===== src/rtl/timer_pkg.sv =====
// rtl/timer_pkg.sv - shared types for the interval timer controller
//
// Purpose: FSM state and timer mode encodings used by interval_timer_ctrl.
// Ports: none (package).

package timer_pkg;

  typedef enum logic [1:0] {
    IDLE  = 2'd0,
    ARMED = 2'd1,
    RUN   = 2'd2,
    DONE  = 2'd3
  } timer_state_t;

  typedef enum logic {
    ONE_SHOT = 1'b0,
    PERIODIC = 1'b1
  } timer_mode_t;

endpackage


===== src/rtl/counter_en.sv =====
// rtl/counter_en.sv - N-bit up-counter with synchronous clear and enable
//
// Purpose: bare counting datapath sequenced by interval_timer_ctrl.
// Ports:
//   clock   in  1  system clock
//   reset_n in  1  asynchronous active-low reset
//   clr     in  1  synchronous clear (priority over en)
//   en      in  1  increment enable
//   cnt     out N  current count

module counter_en #(
  parameter int N = 8
) (
  input  logic         clock,
  input  logic         reset_n,
  input  logic         clr,
  input  logic         en,
  output logic [N-1:0] cnt
);

  always_ff @(posedge clock or negedge reset_n) begin
    if (!reset_n) begin
      cnt <= '0;
    end else if (clr) begin
      cnt <= '0;
    end else if (en) begin
      cnt <= cnt + 1'b1;
    end
  end

endmodule


===== src/rtl/interval_timer_ctrl.sv =====
// rtl/interval_timer_ctrl.sv - one-shot / periodic interval timer controller
//
// Purpose: accepts a period and mode over a valid/ready handshake, sequences
// an up-counter through IDLE/ARMED/RUN/DONE and flags each terminal count.
// Ports:
//   clock      in  1  system clock
//   reset_n    in  1  asynchronous active-low reset
//   cfg_valid  in  1  configuration offer
//   cfg_ready  out 1  configuration can be accepted (not in RUN)
//   cfg_period in  N  terminal count P; counter runs 0..P
//   cfg_mode   in  1  0 = one-shot, 1 = periodic
//   start      in  1  begin counting (level)
//   stop       in  1  abort counting (level, beats start and terminal count)
//   cnt        out N  current count
//   tick       out 1  high while running with cnt == P
//   busy       out 1  high in RUN
//   done       out 1  high in DONE

module interval_timer_ctrl
  import timer_pkg::*;
#(
  parameter int N = 8
) (
  input  logic         clock,
  input  logic         reset_n,
  input  logic         cfg_valid,
  output logic         cfg_ready,
  input  logic [N-1:0] cfg_period,
  input  logic         cfg_mode,
  input  logic         start,
  input  logic         stop,
  output logic [N-1:0] cnt,
  output logic         tick,
  output logic         busy,
  output logic         done
);

  timer_state_t state;
  timer_state_t state_nxt;
  timer_mode_t  mode_reg;
  logic [N-1:0] p_reg;
  logic         cfg_xfer;
  logic         term;
  logic         go;
  logic         cnt_clr;
  logic         cnt_en;

  assign cfg_ready = (state != RUN);
  assign cfg_xfer  = cfg_valid && cfg_ready;
  assign term      = (state == RUN) && (cnt == p_reg);
  // A start only counts when neither stop nor a configuration transfer
  // claims the same edge.
  assign go        = start && !stop && !cfg_xfer;

  always_comb begin
    state_nxt = state;
    cnt_clr   = 1'b0;
    cnt_en    = 1'b0;
    case (state)
      IDLE: begin
        if (cfg_xfer) state_nxt = ARMED;
      end
      ARMED: begin
        if (go) begin
          state_nxt = RUN;
          cnt_clr   = 1'b1;
        end
      end
      RUN: begin
        if (stop) begin
          state_nxt = ARMED;
          cnt_clr   = 1'b1;
        end else if (term) begin
          // Periodic wraps to 0; one-shot leaves cnt parked at P.
          if (mode_reg == PERIODIC) cnt_clr = 1'b1;
          else                      state_nxt = DONE;
        end else begin
          cnt_en = 1'b1;
        end
      end
      DONE: begin
        if (cfg_xfer) begin
          state_nxt = ARMED;
        end else if (go) begin
          state_nxt = RUN;
          cnt_clr   = 1'b1;
        end
      end
      default: state_nxt = IDLE;
    endcase
  end

  always_ff @(posedge clock or negedge reset_n) begin
    if (!reset_n) begin
      state    <= IDLE;
      p_reg    <= '0;
      mode_reg <= ONE_SHOT;
    end else begin
      state <= state_nxt;
      if (cfg_xfer) begin
        p_reg    <= cfg_period;
        mode_reg <= timer_mode_t'(cfg_mode);
      end
    end
  end

  counter_en #(.N(N)) u_counter (
    .clock   (clock),
    .reset_n (reset_n),
    .clr     (cnt_clr),
    .en      (cnt_en),
    .cnt     (cnt)
  );

  assign tick = term;
  assign busy = (state == RUN);
  assign done = (state == DONE);

endmodule

===== config.mk =====
export PLATFORM = sky130hd
export DESIGN_NAME = interval_timer_ctrl
export DESIGN_NICKNAME = d
export VERILOG_FILES = /design/src/rtl/timer_pkg.sv /design/src/rtl/counter_en.sv /design/src/rtl/interval_timer_ctrl.sv
export SDC_FILE = /design/constraint.sdc
export NUM_CORES = 1
export LEC_CHECK = 0
export BUFFER_PORTS_ARGS = -buffer_cell sky130_fd_sc_hd__buf_2
export CAP_MARGIN = 10
export CELL_PAD_IN_SITES_DETAIL_PLACEMENT = 0
export CELL_PAD_IN_SITES_GLOBAL_PLACEMENT = 1
export CORE_UTILIZATION = 39
export CTS_CLUSTER_DIAMETER = 30
export DETAILED_ROUTE_END_ITERATION = 10
export HOLD_SLACK_MARGIN = 0.08
export PLACE_DENSITY_LB_ADDON = 0.25
export SYNTH_ARGS = -nofsm -noshare
export SYNTH_HDL_FRONTEND = slang
export SYNTH_SLANG_ARGS = --single-unit
export TNS_END_PERCENT = 10

===== constraint.sdc =====
create_clock -name clock -period 1.7 [get_ports clock]
set_input_delay 0.255 -clock clock [delete_from_list [all_inputs] [get_ports clock]]
set_output_delay 0.255 -clock clock [all_outputs]
set_load 0.02 [all_outputs]

### Word level (Yosys, flattened, before mapping)

Cells that the tools add are included.

| cells by class | value |
|---|---|
| add/subtract/negate cells | 1 |
| equality and inequality tests | 8 |
| multiplexer cells | 18 |
| reduce and logical (&&, ||, !) cells | 9 |

Operators by type and width:

| operator | number |
|---|---|
| two-way mux 8 bit | 2 |
| two-way mux 2 bit | 6 |
| adder 8 x 1 -> 8 bit, second input constant | 1 |
| == test 8 bit | 1 |
| two-way mux 1 bit | 8 |
| case mux 2 bit (4 select lines) | 1 |
| != test 3 bit, second input constant | 2 |
| == test 2 bit, second input constant | 2 |
| logical AND 1 bit | 4 |
| != test 2 bit, second input constant | 2 |
| case mux 1 bit (3 select lines) | 1 |
| AND reduction 3 bit | 1 |
| == test 2 x 1 -> 1 bit, second input constant | 1 |
| logical NOT 1 bit | 2 |
| logical NOT 2 bit | 1 |
| nonzero test 2 bit | 1 |

| storage, ports and cells | value |
|---|---|
| register bits after elaboration | 19 |
| input bits | 14 |
| output and inout bits | 12 |
| logic and storage cells | 40 |

### Longest topological paths before layout

Gate-level depths: netlist of the first run.

| logic depth | value |
|---|---|
| word-level depth | 8 |
| depth in mapped cells | 6 |
| depth with buffers taken out | 6 |

### Hierarchy

A second synthesis of the first run with hierarchy kept.

| unflattened totals | value |
|---|---|
| cell total of the unflattened synthesis | 86 |
| area, all modules | 1006.0 µm² |

Modules (own cells, without submodules):

| module | instances | cells each | area an instance (µm²) | seq. area each (µm²) |
|---|---|---|---|---|
| interval_timer_ctrl | 1 | 49 | 609.3 | 275.3 |
| counter_en | 1 | 37 | 396.6 | 200.2 |

### Worst setup path after synthesis of the first run

Ideal clock, no wire load.

| path | value |
|---|---|
| path type | reg-to-reg |
| from | register state[0] |
| to | register u_counter.cnt[0] |
| library setup time | 0.121 ns |
| data arrival time | 2.146 ns |
| path slack | -0.567 ns |
| stages on the path, launching flop included | 7 |
| cell sequence | dfrtp_1 > nand2b_1 > inv_1 > nand3_1 > nor4_1 > a221o_2 > nor2_1 |

| between the ends | value |
|---|---|
| longest elaborated chain between the ends | 8 |

RTL lines:

| item | RTL line | RTL |
|---|---|---|
| start: declaration | interval_timer_ctrl.sv:38 | `timer_state_t state;` |
| start signal: assignment | interval_timer_ctrl.sv:99 | `state <= state_nxt;` |
| != test 2 bit * | interval_timer_ctrl.sv:48 | `assign cfg_ready = (state != RUN);` |
| named net cfg_ready | interval_timer_ctrl.sv:27 | `output logic cfg_ready,` |
| logical AND 1 bit * | interval_timer_ctrl.sv:49 | `assign cfg_xfer = cfg_valid && cfg_ready;` |
| logical NOT 1 bit | interval_timer_ctrl.sv:53 | `assign go = start && !stop && !cfg_xfer;` |
| logical AND 1 bit | interval_timer_ctrl.sv:53 |  |
| two-way mux 1 bit | interval_timer_ctrl.sv:64, interval_timer_ctrl.sv:84 |  |
| two-way mux 1 bit | interval_timer_ctrl.sv:82 | `if (cfg_xfer) begin` |
| case mux 1 bit (3 select lines) * | interval_timer_ctrl.sv:59 | `case (state)` |
| two-way mux 8 bit or nonzero test 2 bit (tied branches) | -- |  |
| end signal: assignment | counter_en.sv:27 | `cnt <= cnt + 1'b1;` |
| end: declaration | counter_en.sv:18 | `output logic [N-1:0] cnt` |

Mark *: on every way through the listed nets, which the timed path passes. The rest lies on a longest branch.
A chain may end at the register's enable or synchronous reset.

### Worst setup path after layout of the first run

| path | value |
|---|---|
| from | register u_counter.cnt[1] |
| to | output tick |

| between the ends | value |
|---|---|
| longest elaborated chain between the ends | 2 |

RTL lines:

| item | RTL line | RTL |
|---|---|---|
| == test 8 bit | interval_timer_ctrl.sv:50 | `assign term = (state == RUN) && (cnt == p_reg);` |
| logical AND 1 bit | interval_timer_ctrl.sv:50 |  |
| end: declaration | interval_timer_ctrl.sv:33 | `output logic tick,` |

Every way passes these cells.

==> results of run 1 <==
-- synthesized netlist by cell type --
| cell type | number |
|---|---|
| xnor2_1 | 6 |
| o21ai_1 | 1 |
| a221o_2 | 1 |
| and3_1 | 1 |
| nor4bb_1 | 1 |
| o21ai_0 | 1 |
| and2_1 | 1 |
| inv_1 | 3 |
| a21o_1 | 1 |
| o211ai_1 | 2 |
| a21oi_1 | 3 |
| or3_1 | 1 |
| a31oi_1 | 1 |
| o31ai_1 | 2 |
| dfrtp_1 | 19 |
| nor4_1 | 1 |
| o21ai_2 | 1 |
| or4_1 | 2 |
| nor2_1 | 8 |
| nand4bb_2 | 1 |
| nand2b_1 | 1 |
| nand2_1 | 3 |
| mux2i_1 | 2 |
| mux2_2 | 9 |
| nor3_1 | 2 |
| xor2_1 | 6 |
| nand4_1 | 2 |
| nand3_1 | 3 |
| ha_1 | 1 |
-- logic make-up (layout without fill, tap and decap cells) --
| kind of cell | count (synthesis) | in the layout | synth area share |
|---|---|---|---|
| AOI/OAI and AO/OA | 13 | 13 | 0.0920 |
| muxes | 11 | 11 | 0.126 |
| DFF | 19 | 19 | 0.492 |
| xor gates and xnor gates | 12 | 12 | 0.109 |
| buffers and inverters | 3 | 50 | 0.0117 |
| adders and majority gates | 1 | 1 | 0.0130 |
| and+or+nand+nor | 27 | 27 | 0.157 |
-- layout by cell type, fill, tap and decap left out, types with 3 or more instances in the layout --
master     n
buf_2     24
buf_4     18
dfrtp_1   12
mux2_2     9
nor2_1     8
dfrtp_2    7
xnor2_1    4
xor2_1     4
nand2_1    3
clkbuf_4   3
-- power groups by stage --
stage	clock [mW]	sequential, mW	combinational (mW)
6_report	0.238	0.533	0.246
5_1_grt	0.261	0.537	0.272
4_1_cts	0.244	0.532	0.241
3_5_place_dp	0	0.541	0.228
3_3_place_gp	0	0.539	0.218
2_1_floorplan	0	0.548	0.129
-- worst max path at each step --
| stage | from | endpoint | slack (ns) | cells past startpoint |
|---|---|---|---|---|
| floorplan | u_counter.cnt[0] | u_counter.cnt[7] | -0.002 | 5 |
| global placement | u_counter.cnt[0] | u_counter.cnt[6] | 0.07 | 5 |
| detailed placement | u_counter.cnt[0] | u_counter.cnt[6] | 0.05 | 5 |
| CTS | u_counter.cnt[1] | tick | -0.11 | 4 |
| global route | p_reg[2] | tick | -0.19 | 4 |
| finish | u_counter.cnt[1] | tick | -0.1 | 4 |
-- metrics by stage --
| step | TNS (ns) | instances | instance area [µm²] |
|---|---|---|---|
| 2_1_floorplan | -0.00486 | 86 | 1030 |
| 3_3_place_gp | 0 | 151 | 1280 |
| 3_5_place_dp | 0 | 151 | 1280 |
| 4_1_cts | -0.106 | 159 | 1350 |
| 5_1_grt | -0.897 | 161 | 1380 |
| 6_report | -0.230 | 161 | 1380 |
-- layout make-up --
class,count,area [µm²]
Timing Repair Buffer,43,265
Clock inverter,1,5.00
Tap cell,28,35.0
Sequential cell,19,484
Clock buffer,3,22.5
Fill cell,189,898
Inverter,3,13.8
Multi-Input combinational cell,64,552
-- metal layers --
metal / GRT usage / wire (µm)
met1: 0.232 / 1030
met2: 0.340 / 1180
met3: 0.0614 / 88
met4: 0.0676 / 5
met5: 0 / 0
-- repair_timing --
action | CTS | global route
gates resized for setup | 1 | 4
pin swaps | 4 | 3
setup buffers | 3 | 2
endpoints found under the setup margin | 1 | 6
hold endpoints to repair | 19 | 0
hold buffers | 1 | 0
-- critical path: cells and delay by family, from the launching register on --
kind	cells	cell delay, ns
flip-flops	1	0.45
AND/OR/NAND/NOR	2	0.40
XOR/XNOR	1	0.20
buffers and inverters	1	0.19
==> impl_metrics.toml, run 1 <==
[detailed_routing]
drt-wirelength-per-cell_um = 14.3
num_vias = 824
viasPerCell = 5.12
drt_first_pass_iters = 6
wl_um = 2310
drtIter0Drc = 15
drc_errors = 0
ant_nets = 0

[global_routing]
grt_max_degree = 20
grt_pass1_wl_um = 3690
grt_usage = 0.198
grt_pass1_vias = 824
overflow = 0
antenna_found_initial = 0

[power_and_ir_drop]
intPower_uw = 712
ir_worst_vdd_mv = 0.611
pwr-share-seq = 0.524
power.density_nw_per_um2 = 738
totalPowerFinal_mw = 1.02
comb_power_share = 0.242
p_switching_uw = 305
swShare = 0.300
p_clk_frac = 0.234
leakagePower_nw = 0.667

[synthesis]
netlist_top_cells_area = "dfrtp_1 (49%), mux2_2 (10%), xnor2_1 (5.4%)"
synth.avg_cell_area_um2 = 11.2
synth_area_um2 = 966
synthCells = 86
synth.distinct_cells = 29
yosysSeqAreaShare = 0.492
yosysTopAreaCell = "dfrtp_1"
post-synth-top-area-fraction = 0.492
syn_nets = 101
yosys_warnings = 0
ys_ff_latch = 19

[setup_path]
path_max_fanout = 2
cp_cell_sequence = "xnor2_2, nand3_2, nor4_4, buf_4"
slowest_stage = "dfrtp_2"
cp.required_ns = 1.44
crit_type = "reg -> out"
r2r_setup_slack_ns = -0.07
rr_endpoint = "u_counter.cnt[7]"
reg2reg_depth = 7
slowest_delay_ns = 0.45
cp-start-kind = "flip-flop"
end_kind = "primary output"
arrival_ns = 1.54
rr_startpoint = "u_counter.cnt[2]"

[die]
core_area_um2 = 2280
dieArea_um2 = 2680
die_y_um = 51.8
fp.dieW_um = 51.8
ios = 26
num_rows = 17
start_util = 0.424

[sta]
setup-violations-final = 4
fin_crit_sh = 1.06
worst_slack_ns = -0.0979
whs_ns = 0.170
tightest_slew_ns = 0.425
fin_crit_ns = 1.80
hold_viol = 0
rsz0062_at_grt = "yes"
slew_violations = 0
relSlewSlack = 0.714
fin_skew_ns = 0.00332
timing.fmax_mhz = 556

[finish]
area_growth_pct = 42.6
post-route-util = 0.605
layout.nets = 149
drive_above_1_share = 0.564
diodes = 0

[placed_design]
dp_hpwl_um = 1720
port_buffers = 25
post-place-ws_ns = 0.0516
gp_congestion = 0.738

[run_status]
status = "complete, but fails checks"
violations = "setup timing"

[clocking]
cts_buffers = 3
cts-htree-levels = 1
clk_latency_ns = 0.30
clk_pin_slew_worst_paths_ns = 0.11
cts_tree = "yes"
cts-root-buf = "clkbuf_4"
clock_path_buffers = 2
clock-sinks = 19

[min_path]
worst_hold_startpoint = "cfg_mode"
hold_end = "mode_reg"
hold_path.class = "in -> reg"
whs_path_depth = 2

[job]
maxCapViolCount = 0
Power figures use the tool's default switching activity.
==> run 2, diff against run 1 <==
CORE_UTILIZATION = 40   (was 39)
SYNTH_HIERARCHICAL = 1   (was unset)
==> impl_metrics.toml, run 2 <==
[run_status]
status = "complete, but fails checks"
violations = "setup timing"

[global_routing]
antenna_found_initial = 0
grt_max_degree = 20
grt_pass1_vias = 778
grt_usage = 0.178
grt_pass1_wl_um = 3380
overflow = 0

[finish]
final_common_cell = "buf_2"
instances_no_fill = 157
area_growth_pct = 33.5
drive_above_1_share = 0.558
layout.nets = 145
diodes = 0
most-common-layout-cells = "buf_2 (24), buf_4 (17), dfrtp_1 (14)"

[synthesis]
yosysSeqAreaShare = 0.473
synth_edf_count = 0
netlist_top_cells_area = "dfrtp_1 (47%), mux2_2 (10%), xor2_1 (9.6%)"
yosysTopAreaCell = "dfrtp_1"
synth-async-reset-ratio = 1.00
synth-main-ff-cell = "dfrtp_1"
syn_nets = 101
synth.distinct_cells = 26
synth_most_common_cell = "dfrtp_1"
synth_top_cells_by_count = "dfrtp_1 (19), xor2_1 (11), mux2_2 (9)"
synthCells = 86
ys_ff_latch = 19
yosys_warnings = 6
post-synth-top-area-fraction = 0.473
synth_area_um2 = 1010
synth.avg_cell_area_um2 = 11.7

[sta]
rsz0062_at_grt = "yes"
timing.fmax_mhz = 511
worst_slack_ns = -0.257
slew_violations = 0
hold_viol = 0
setup-violations-final = 7
fin_skew_ns = 0.00500
relSlewSlack = 0.711
fin_crit_sh = 1.15
fin_crit_ns = 1.96
tightest_slew_ns = 0.434

[setup_path]
rr_startpoint = "p_reg[4]"
cp-start-kind = "flip-flop"
cp_top_family = "simple AND/OR/NAND/NOR gates"
slowest_delay_ns = 0.41
end_kind = "flip-flop"
slowest_stage = "dfrtp_1"
crit_type = "reg -> reg"
arrival_ns = 2.18
crit_start = "p_reg[4]"
cp_cell_sequence = "xor2_1, nor4_4, a31oi_1, o22ai_1, buf_4, o2111ai_4, or3_1, a21oi_1"
cp.required_ns = 1.93
path_max_fanout = 5
cp_num_buf_inv = 1

[placed_design]
gp_congestion = 0.755
dp_hpwl_um = 1620
port_buffers = 25
post-place-ws_ns = -0.255
dp.cells = 152

[detailed_routing]
drtIter0Drc = 6
wl_um = 2110
num_vias = 788
viasPerCell = 5.02
ant_nets = 0
drc_errors = 0
drt-wirelength-per-cell_um = 13.4
drt_first_pass_iters = 4

[clocking]
clk_pin_slew_worst_paths_ns = 0.11
cts-root-buf = "clkbuf_4"
clk_latency_ns = 0.30
cts_buffers = 3
post_cts_buffers = 0
cts_tree = "yes"
clock_path_buffers = 2
clock-sinks = 19
cts-htree-levels = 1

[min_path]
worst_hold_startpoint = "cfg_period[4]"
hold_path.class = "in -> reg"

[die]
dieArea_um2 = 2720
core_area_um2 = 2300
die_y_um = 52.2
num_rows = 17
ios = 26
start_util = 0.438
fp.dieW_um = 52.2

[power_and_ir_drop]
totalPowerFinal_uw = 957
comb_power_share = 0.217
p_clk_frac = 0.242
p_switching_uw = 278
leakagePower_nw = 0.643
swShare = 0.291
intPower_uw = 678
pwr-share-seq = 0.541
power.density_nw_per_um2 = 713
ir_worst_vdd_mv = 0.538

[job]
maxCapViolCount = 0
-- run 2: changes by cell type in the layout (fill, tap and decap cells not counted), sizes merged, moves of 2 or more --
cell and delta:
nand2 +2, nand2b +2, nor3 -2, o211ai -2, o31ai -2, or3 +2
or4 -2, xnor2 -5, xor2 +5
-- run 2: timing repair --
action / in CTS / in global routing
setup endpoints to repair: 8 / 9
endpoints found under the hold margin: 19 / 0
pin swaps: 1 / 2
resized for setup: 2 / 4
hold buffers: 1 / 0
-- run 2: through the flow --
stage          utilization  cell area, µm²  hold WS [ns]  setup TNS (ns)
6_report             0.584            1340         0.175           -1.08
5_1_grt              0.584            1340         0.166           -1.98
4_1_cts              0.574            1320         0.161           -1.18
2_1_floorplan            -            1020       -0.0406           -1.10
3_5_place_dp         0.556            1280         0.226          -0.945
3_3_place_gp         0.556            1280         0.220          -0.764
-- run 2: cell families after synthesis --
kind of cell             count (synthesis)  synth area share
buffers and inverters                    5            0.0299
adder cells (fa/ha/maj)                  1            0.0124
flip-flops                              19             0.473
multiplexers                            10             0.111
AO/OA/AOI/OAI                           12            0.0970
XOR/XNOR                                12             0.104
AND/OR/NAND/NOR                         27             0.173
-- run 2: power groups by stage --
| stage | combinational, mW | clock, mW | sequential (mW) |
|---|---|---|---|
| after CTS | 0.209 | 0.249 | 0.516 |
| after global placement | 0.202 | 0 | 0.523 |
| after global routing | 0.226 | 0.258 | 0.521 |
| after floorplan | 0.119 | 0 | 0.536 |
| after detailed placement | 0.206 | 0 | 0.525 |
| final | 0.208 | 0.232 | 0.517 |
-- run 2: final cells by class --
type	instances	area [µm²]
fillers	214	955
flip-flops and latches	19	482
inverters	2	7.51
repair buffers	42	258
multi-input cells	62	533
clock inverters	1	5.00
well taps	28	35.0
clock buffers	3	22.5
-- run 2: routing by layer --
layer	wire length, µm	GRT usage	vias to the layer above
li1	-	-	383
met1	906	0.211	384
met2	1090	0.308	17
met3	73	0.0351	4
met4	35	0.0789	0
met5	0	0	-
-- run 2: worst paths after layout --
path                                    endpoint  slack [ns]  cells past startpoint
worst max-delay path            u_counter/cnt[7]       -0.26                      8
max in group asynchronous       u_counter/cnt[1]        0.96                      2
worst max register to register  u_counter/cnt[7]       -0.26                      8
worst min-delay path                    p_reg[4]        0.18                      2
min in group asynchronous               p_reg[6]        0.41                      2
worst min register to register          p_reg[7]        0.54                      1
==> run 3, diff against run 2 <==
ABC_AREA = 1   (was unset)
CORE_UTILIZATION = 38   (was 40)
PLACE_DENSITY = 0.89   (was unset)
PLACE_DENSITY_LB_ADDON = unset   (was 0.25)
==> impl_metrics.toml, run 3 <==
[setup_path]
slowest_delay_ns = 0.40
cp_num_buf_inv = 1
slowest_stage = "dfrtp_1"
crit_type = "reg -> out"
end_kind = "primary output"
cp.required_ns = 1.44
cp_top_family = "simple AND/OR/NAND/NOR gates"
path_max_fanout = 2
cp_cell_sequence = "xnor2_1, nand2_1, nor2_2, nand2_1, nor2_1, buf_4"
critical_path.most_common_cell = "nand2_1"
cp-start-kind = "flip-flop"
arrival_ns = 1.42

[global_routing]
grt_usage = 0.149
antenna_found_initial = 0
overflow = 0
grt_max_degree = 20
grt_pass1_vias = 878
grt_pass1_wl_um = 3680

[sta]
fin_skew_ns = 0.00233
fin_crit_ns = 1.67
tightest_slew_ns = 0.423
tns_ns = 0
setup-violations-final = 0
relSlewSlack = 0.718
fin_crit_sh = 0.983
hold_viol = 0
rsz0062_at_grt = "yes"
slew_violations = 0
timing.fmax_mhz = 598

[synthesis]
synth.avg_cell_area_um2 = 8.17
synth_area_um2 = 1090
synth.distinct_cells = 23
netlist_top_cells_area = "dfrtp_1 (43%), nand2_1 (10%), inv_1 (6.9%)"
synth-async-reset-ratio = 1.00
yosys_warnings = 6
yosysTopAreaCell = "dfrtp_1"
synth_top_cells_by_count = "nand2_1 (30), inv_1 (20), dfrtp_1 (19)"
post-synth-top-area-fraction = 0.434
yosysSeqAreaShare = 0.434
synth-main-ff-cell = "dfrtp_1"
ys_ff_latch = 19
synth_most_common_cell = "nand2_1"
synthCells = 134
synth_edf_count = 0
syn_nets = 149

[die]
dieArea_um2 = 3100
core_area_um2 = 2730
fp.dieW_um = 55.7
start_util = 0.400
num_rows = 19
ios = 26
die_y_um = 55.7

[finish]
diodes = 0
instances_no_fill = 202
final_common_cell = "nand2_1"
most-common-layout-cells = "nand2_1 (29), buf_2 (24), inv_1 (19), dfrtp_1 (19), nor2_1 (13)"
area_growth_pct = 24.3
post-route-util = 0.498
drive_above_1_share = 0.316
final_area_um2 = 1360
layout.nets = 187

[placed_design]
placed_area_um2 = 1290
port_buffers = 25
dp.cells = 195
dp_hpwl_um = 1730
gp_congestion = 0.780

[detailed_routing]
ant_nets = 0
drc_errors = 0
drt-wirelength-per-cell_um = 11.0
viasPerCell = 4.75
num_vias = 960
drtIter0Drc = 26
wl_um = 2230
drt_first_pass_iters = 6

[clocking]
cts_tree = "yes"
cts_buffers = 3
clock_path_buffers = 2
clk_pin_slew_worst_paths_ns = 0.10
cts-root-buf = "clkbuf_4"
clock-sinks = 19
clk_latency_ns = 0.29
cts-htree-levels = 1

[job]
maxCapViolCount = 0

[min_path]
hold_path.class = "in -> reg"

[run_status]
status = "finished clean"

[power_and_ir_drop]
power.density_nw_per_um2 = 768
leakagePower_nw = 0.712
ir_worst_vdd_mv = 0.740
==> run 3: changes by cell type after synthesis, sizes merged, moves of 4 or more <==
| cell | delta |
|---|---|
| nand2 | +28 |
| inv | +20 |
| nor2 | +12 |
| xor2 | -11 |
| nand3 | +6 |
| xnor2 | +4 |
==> run 3: final timing paths <==
kind / startpoint / to / slack [ns] / depth (start not counted)
max: p_reg[6] / tick / 0.03 / 6
min: cfg_period[7] / p_reg[7] / 0.17 / 2
max reg2reg: p_reg[6] / u_counter/cnt[5] / 0.12 / 13
min reg2reg: p_reg[2] / p_reg[2] / 0.52 / 1
max in group asynchronous: reset_n / u_counter/cnt[5] / 0.99 / 2
min in group asynchronous: reset_n / state[1] / 0.42 / 2
==> run 3: final cells by class <==
type                       instances  area (µm²)
tap                               31        38.8
timing repair buffer              36         213
inverter                          22        82.6
fill                             257        1370
sequential                        19         475
clock buffer                       4        26.3
multi-input combinational         90         526
==> run 3: power by group <==
group,internal [mW],switching [mW],leakage (nW)
combinational,0.118,0.166,0.460
sequential,0.501,0.0369,0.238
clock,0.0912,0.131,0.0150
==> run 3: kinds of logic after synthesis <==
logic type | synth area share
flops | 0.434
simple gates | 0.291
fa+ha+maj | 0.0114
buf+inv | 0.0994
compound gates | 0.0617
xor+xnor | 0.0400
mux | 0.0617
==> run 3: repair_timing <==
item	4_1_cts	5_1_grt
pin swaps	1	0
buffers inserted	2	0
hold endpoints to repair	19	0
setup endpoints to repair	1	6
resized for setup	3	4
hold buffers	1	0
gates cloned	0	0
==> run 3: layer usage <==
metal  global-route usage  up-vias  share of wire
met5                    0        -              0
met4               0.0536        0         0.0063
met3               0.0209        2          0.021
met2                0.272       12           0.52
met1                0.176      449           0.45
li1                     -      497              -
==> run 3: through the flow <==
| step | power (mW) | worst slack, ns | hold WS (ns) |
|---|---|---|---|
| final | 1.04 | 0.0287 | 0.169 |
| after global routing | 1.12 | -0.0965 | 0.145 |
| after CTS | 1.06 | -0.00210 | 0.159 |
| after detailed placement | 0.826 | 0.0483 | 0.220 |
| after global placement | 0.817 | 0.0234 | 0.214 |
| after floorplan | 0.725 | 0.0978 | -0.0406 |
==> run 3: worst register-to-register path, stage by stage (launching register included) <==
cell and delay, ns:
dfrtp_1 0.40, xnor2_1 0.15, nand2_1 0.09, nor2_2 0.14, nand3_1 0.08, nand2_1 0.06, nand2_1 0.05, nand2_2 0.09
inv_2 0.07, nand2_2 0.09, nand4_1 0.11, nand2_1 0.07, inv_1 0.04, nor2_1 0.08
